`config.mk`:
```
export PLATFORM = sky130hd
export DESIGN_NAME = right_shifter_seq
export DESIGN_NICKNAME = d
export VERILOG_FILES = /design/src/rtl/right_shifter_seq_pkg.sv /design/src/rtl/right_shifter_seq.sv
export SDC_FILE = /design/constraint.sdc
export NUM_CORES = 1
export LEC_CHECK = 0
export CAP_MARGIN = 20
export CORE_MARGIN = 2
export CORE_UTILIZATION = 61
export CTS_CLUSTER_SIZE = 40
export DETAILED_ROUTE_END_ITERATION = 10
export DONT_BUFFER_PORTS = 1
export GPL_TIMING_DRIVEN = 0
export PLACE_DENSITY = 0.77
export SLEW_MARGIN = 25
export SYNTH_ARGS = -nofsm -noshare
export SYNTH_HDL_FRONTEND = slang
export SYNTH_SLANG_ARGS = --single-unit
export TNS_END_PERCENT = 50
```
`constraint.sdc`:
```
create_clock -name clk -period 2 [get_ports clk]
set_clock_uncertainty 0.2 [all_clocks]
set_input_delay 0.1 -clock clk [delete_from_list [all_inputs] [get_ports clk]]
set_output_delay 0.1 -clock clk [all_outputs]
set_load 0.01 [all_outputs]
```
`src/rtl/right_shifter_seq_pkg.sv`:
```
// Shared definitions for the sequential right shifter: FSM state encodings
// and default datapath sizing.
package right_shifter_seq_pkg;

  typedef enum logic [1:0] {
    ST_IDLE  = 2'b00,
    ST_SHIFT = 2'b01,
    ST_DONE  = 2'b10
  } state_t;

  localparam int DEFAULT_WIDTH = 16;
  localparam int DEFAULT_AMTW  = 4;

endpackage

```
`src/rtl/right_shifter_seq.sv`:
```
// Sequential right shifter: one bit position per clock, logical or arithmetic,
// with a one-cycle done pulse once the requested count has been applied.
module right_shifter_seq
  import right_shifter_seq_pkg::*;
#(
  parameter int WIDTH = DEFAULT_WIDTH,
  parameter int AMTW  = DEFAULT_AMTW
) (
  input  logic             clk,
  input  logic             rst_n,
  input  logic             start,
  input  logic             arith,
  input  logic [WIDTH-1:0] data_in,
  input  logic [AMTW-1:0]  amt,
  output logic             busy,
  output logic             done,
  output logic [WIDTH-1:0] result
);

  state_t           state, state_nxt;
  logic [WIDTH-1:0] work;
  logic [AMTW-1:0]  cnt;
  logic             arith_r;

  // Single-position shift; fill bit is the sign only for arithmetic shifts.
  function automatic logic [WIDTH-1:0] shift_one(input logic [WIDTH-1:0] v,
                                                 input logic             a);
    return {a & v[WIDTH-1], v[WIDTH-1:1]};
  endfunction

  always_ff @(posedge clk or negedge rst_n) begin
    if (!rst_n) state <= ST_IDLE;
    else        state <= state_nxt;
  end

  always_comb begin
    state_nxt = state;
    unique case (state)
      ST_IDLE: begin
        if (start) state_nxt = (amt == '0) ? ST_DONE : ST_SHIFT;
      end
      ST_SHIFT: begin
        if (cnt == AMTW'(1)) state_nxt = ST_DONE;
      end
      ST_DONE: state_nxt = ST_IDLE;
      default: state_nxt = ST_IDLE;
    endcase
  end

  // Operands are captured only on an accepted start, so later input
  // changes and starts seen in SHIFT/DONE cannot disturb the operation.
  always_ff @(posedge clk or negedge rst_n) begin
    if (!rst_n) begin
      work    <= '0;
      cnt     <= '0;
      arith_r <= 1'b0;
    end else begin
      unique case (state)
        ST_IDLE: begin
          if (start) begin
            work    <= data_in;
            cnt     <= amt;
            arith_r <= arith;
          end
        end
        ST_SHIFT: begin
          work <= shift_one(work, arith_r);
          cnt  <= cnt - AMTW'(1);
        end
        default: ;
      endcase
    end
  end

  assign busy   = (state == ST_SHIFT);
  assign done   = (state == ST_DONE);
  assign result = work;

endmodule

```
### Word level (Yosys, flattened, before mapping)

Cells that the tools add are included.

* logic and storage cells: 25
* output and inout bits: 18
* register bits after elaboration: 23
* input port bits: 24

* $add $sub $neg: 1
* multiplexer cells: 8
* eq/ne operators: 5
* reductions and logical operators: 6
* bitwise gates (word level): 1

Operators by type and width (count)
* 16-bit case mux with 2 select lines: 1
* 16-bit 2-to-1 mux: 1
* 4-bit case mux with 2 select lines: 1
* 2-bit 2-to-1 mux: 3
* 2-bit AND reduction: 3
* 4-bit by 1-bit equality test with 1-bit output, second input constant: 1
* 4-bit zero test: 1
* 4-bit 2-to-1 mux: 1
* 2-bit case mux with 2 select lines: 1
* 4-bit by 1-bit subtractor with 4-bit output, second input constant: 1
* 2-bit by 1-bit equality test with 1-bit output, second input constant: 1
* 2-bit equality test, second input constant: 1
* 2-bit zero test: 1
* 2-bit by 1-bit != test with 1-bit output, second input constant: 1
* 2-bit != test, second input constant: 1
* 2-bit nonzero test: 1
* 1-bit AND: 1

### Logic depth before layout (Yosys ltp)

* depth after elaboration: 4
* depth in mapped cells: 6
* gate-level depth less buffers: 5

### Least setup slack after synthesis

No wires, ideal clock.

* path type: register -> register
* from: register state[1]
* to: register cnt[3]
* arrival time: 1113 ps
* library setup time: 128 ps
* path buffers: 1
* slack: 559 ps
* clock period less this slack: 1441 ps
* cell stages (with the launch flop): 5
* required time: 1672 ps
* path through: dfrtp_1 > buf_6 > or4b_1 > o311ai_1 > nor3_1

* longest elaborated chain between the ends: 3
* elaborated cells between the ends (all ways): 6
* those cells by class: 2 x eq/ne; 1 x mux; 3 x reduce/logical

RTL lines
* start, declared: RTL line right_shifter_seq.sv:20 `state_t state, state_nxt;`
* start signal, assigned: RTL line right_shifter_seq.sv:33 `else state <= state_nxt;`
* 2-bit by 1-bit equality test with 1-bit output or 2-bit zero test (tied branches): RTL line right_shifter_seq.sv:58 `unique case (state)`
* 2-bit nonzero test (no source line) or 2-bit != test (tied branches)
* 2-bit AND reduction (no source line)
* end signal, assigned: RTL line right_shifter_seq.sv:62 `cnt <= amt;`
* end signal, assigned: RTL line right_shifter_seq.sv:68 `cnt <= cnt - AMTW'(1);`
* end, declared: RTL line right_shifter_seq.sv:22 `logic [AMTW-1:0] cnt;`

Several ways; a longest one is shown, not always the timed one.
A chain may end at the register's enable or synchronous reset.

### Worst setup path in the final report

* from: register cnt[1]
* to: register state[1]

* longest elaborated chain between the ends: 3

RTL lines
* 4-bit by 1-bit equality test with 1-bit output: RTL line right_shifter_seq.sv:43 `if (cnt == AMTW'(1)) state_nxt = ST_DONE;`
* 2-bit by 1-bit != test with 1-bit output (no source line)
* 2-bit AND reduction (no source line)

Every way passes these cells.

==> impl_results.md <==
- Final setup fails: 0
- Fmax: 544 MHz
- Kind of critical path: flip-flop to flip-flop
- Slew of the pin with the lowest slew margin: 0.518 ns
- Arrival @ worst endpoint: 1.86 ns
- Post-Route WL: 3320 um
- Final Hold Vio Count: 0
- Detail Placement HPWL: 1980 um
- GP Congestion: 0.890
- Relative slew margins: 65.5%
- Hold depth: 3
- Nets: 194
- Clock Latency Late Sink: 0.32 ns
- Hold Path End: cnt[3]
- Pwr Density: 1240 mW/mm^2
- Vias per cell: 6.19
- Combinational power share: 40.8%
- Reg2reg start: cnt[1]
- Max clock buf depth: 2
- Initial drt markers: 35
- Core area: 0.00196 sq mm
- CP required: 2.02 ns
- Via Count: 1200
- Buf/Inv on CP: 2
- Tot Pwr: 0.00201 W
- Die ar.: 0.00246 sq mm
- Boundary Pins: 42
- Switching power total: 0.000866 W
- Vias in the first global route: 1251
- CTS Buf Count: 3
- #FFs+latches synth: 23
- Fin crit share: 92.0%
- Synth top area share: 45.4%
- TritonCTS clock tree: yes
- Top cells by area, synth: dfrtp_1, nor2b_1, a22oi_1
- CP max FO: 3
- Clk sinks: 23
- Max-slew violations: 0
- Min-delay src: start
- CTS root buf: clkbuf_4
- HP Class: input port to flip-flop
- Sequential Area: 576 sq um
- Row cnt: 16
- Status: complete, no violations
- Top cell type by total area after synthesis: dfrtp_1
- Max-cap viol count: 0
- Clk slew on worst S/H paths: 0.14 ns
- Avg Cell Area, Syn: 9.39 sq um
- Slowest CP cell: dlygate4sd3_1
- RSZ-0062 raised after global routing: no
- Sw frac: 43.2%
- Share of layout cells above drive strength 1: 7.78%
- Worst R2R Path Depth: 5
- DRC: 0
- Syn_nets: 161
- Syn-to-layout area delta: 27.1%
- Period minus WS final: 1.84 ns
- Mapped Area: 0.00127 sq mm
- Initial Util: 64.6%
- Distinct cells, synth: 26
- Sequential power share: 47.7%
- Die Ht: 49.6 um
- H-tree depth: 1
- First-pass GRT wire length: 5550 um
- Power share of the clock group: 11.5%
- Largest net degree at the start of global routing: 24
- Worst slack, placed: 0.499 ns
- CP top delay family: buffers and inverters
- Post-Synthesis Cells: 135
- Leak: 0.668 nW
- Design area: 0.00161 sq mm
- Port Buf Inserts: 0
- Synth warn: 0
- TritonRoute pass-1 iters: 4
- Area of the multi-input gates: 621 sq um
- Fillcell total: 134
- Internal power: 0.00114 W
- Seq/Total Area, Yosys: 45.4%
- Worst path max stage delay: 0.57 ns
- Cell area after placement: 0.00130 sq mm
- Util after Layout: 82.1%
- Setup TNS: 0 ns
- Stages on the worst setup path: 5
- Startpoint Class: flip-flop
- CP Capture Type: flip-flop
- Flop2flop setup slack: 0.16 ns
- Die Wd: 49.6 um
- Post-route ant nets: 0
- Total GRT Usage: 29.4%
- Ant diodes: 0
- Fin worst setup slack: 0.160 ns
- Initial antenna violation count: 0
- CP Cell Sequence: inv_1 > ha_1 > a32oi_1 > dlygate4sd3_1 > nor2_1
- Total grt overflow: 0
- Max VDD drop: 0.809 mV
- Reg2reg end: state[1]
- Post-DR wirelength/cell: 17.1 um
## synth_stat cells (all sizes together)
library cell / n
nand2b: 4
a21o: 1
nor2: 3
inv: 4
and3: 1
clkbuf: 4
o311ai: 2
a2bb2oi: 1
nand4b: 1
a21oi: 18
or4b: 1
o22ai: 4
dfrtp: 23
a22oi: 16
ha: 2
a221oi: 1
a32oi: 1
nor3: 3
o21ai: 15
nor2b: 20
mux2: 1
a21boi: 1
buf: 7
nor4: 1
## stage by stage
| step | hold slack, ns | cells |
|---|---|---|
| finish | 0.0398 | 194 |
| detailed placement | -0.395 | 162 |
| floorplan | -0.396 | 135 |
| CTS | 0.0237 | 193 |
| global route | 0.0828 | 194 |
| global placement | -0.395 | 162 |
## logic make-up (layout without fill, tap and decap cells)
family                   after synthesis  after routing  synth area share (%)
AO/OA/AOI/OAI                         60             60                  29.1
adder cells (fa/ha/maj)                2              2                  1.97
multiplexers                           1              1                 0.888
flip-flops                            23             23                  45.4
buffers and inverters                 15             47                  6.22
AND/OR/NAND/NOR                       34             34                  16.4
## final cells by class
| type | instances | share of cell area, % |
|---|---|---|
| multi-input cells | 97 | 38.5 |
| flip-flops and latches | 23 | 35.7 |
| repair buffers | 28 | 17.1 |
| plain buffers | 11 | 3.96 |
| well taps | 27 | 2.10 |
| clock buffers | 3 | 1.40 |
| inverters | 4 | 0.932 |
| clock inverters | 1 | 0.311 |
## tightest hold or removal path, stage by stage
cell and delay [ns]:
or4b_1 0.15, o311ai_1 0.09, nor3_1 0.16
## power by group through the flow
| stage | clock network [W] | registers, W | logic (W) |
|---|---|---|---|
| after global routing | 0.000246 | 0.000985 | 0.000913 |
| final | 0.000231 | 0.000958 | 0.000817 |
| after global placement | 0 | 0.000946 | 0.000692 |
| after detailed placement | 0 | 0.000955 | 0.000720 |
| after floorplan | 0 | 0.000891 | 0.000604 |
| after CTS | 0.000227 | 0.000944 | 0.000796 |
## sequential cells by signal, summed over array words and instances, names as in the netlist
name and cells:
arith_r 1, cnt 4, result 16, state 2
## worst max-delay path by stage
stage | to | slack [ns] | startpoint
after floorplan | cnt[3] | 0.56 | state[1]
after global placement | result[6] | 0.51 | state[0]
after detailed placement | result[4] | 0.50 | state[0]
after CTS | cnt[0] | 0.11 | state[1]
after global routing | cnt[0] | 0.08 | state[1]
final | state[1] | 0.16 | cnt[1]
## timing repair
action,CTS,global route
buffers inserted,0,0
gates resized for setup,0,1
endpoints found under the hold margin,46,23
endpoints found under the setup margin,0,1
hold buffers,27,1
## cells in the final DEF (no fill, tap or decap), drive strengths merged
master | synthesis | final
o22ai | 4 | 4
mux2 | 1 | 1
buf | 7 | 8
clkbuf | 4 | 7
ha | 2 | 2
or4b | 1 | 1
a2bb2oi | 1 | 1
nor2b | 20 | 20
a32oi | 1 | 1
a221oi | 1 | 1
a21boi | 1 | 1
nor3 | 3 | 3
nand2b | 4 | 4
o311ai | 2 | 2
dfrtp | 23 | 23
a21o | 1 | 1
a21oi | 18 | 18
nand4b | 1 | 1
dlygate4sd3 | 0 | 27
nor4 | 1 | 1
nor2 | 3 | 3
a22oi | 16 | 16
and3 | 1 | 1
o21ai | 15 | 15
inv | 4 | 4
clkinv | 0 | 1
## per-layer routing
| metal | share of wire, % | vias up | GRT usage (%) | wire length (um) |
|---|---|---|---|---|
| met5 | 0 | - | 0 | 0 |
| met3 | 4.7 | 4 | 4.55 | 156 |
| li1 | - | 560 | - | - |
| met4 | 1.4 | 0 | 11.1 | 45 |
| met1 | 42 | 594 | 37.3 | 1380 |
| met2 | 52 | 42 | 50.4 | 1730 |
No activity file was read; power rests on OpenSTA's default activity.
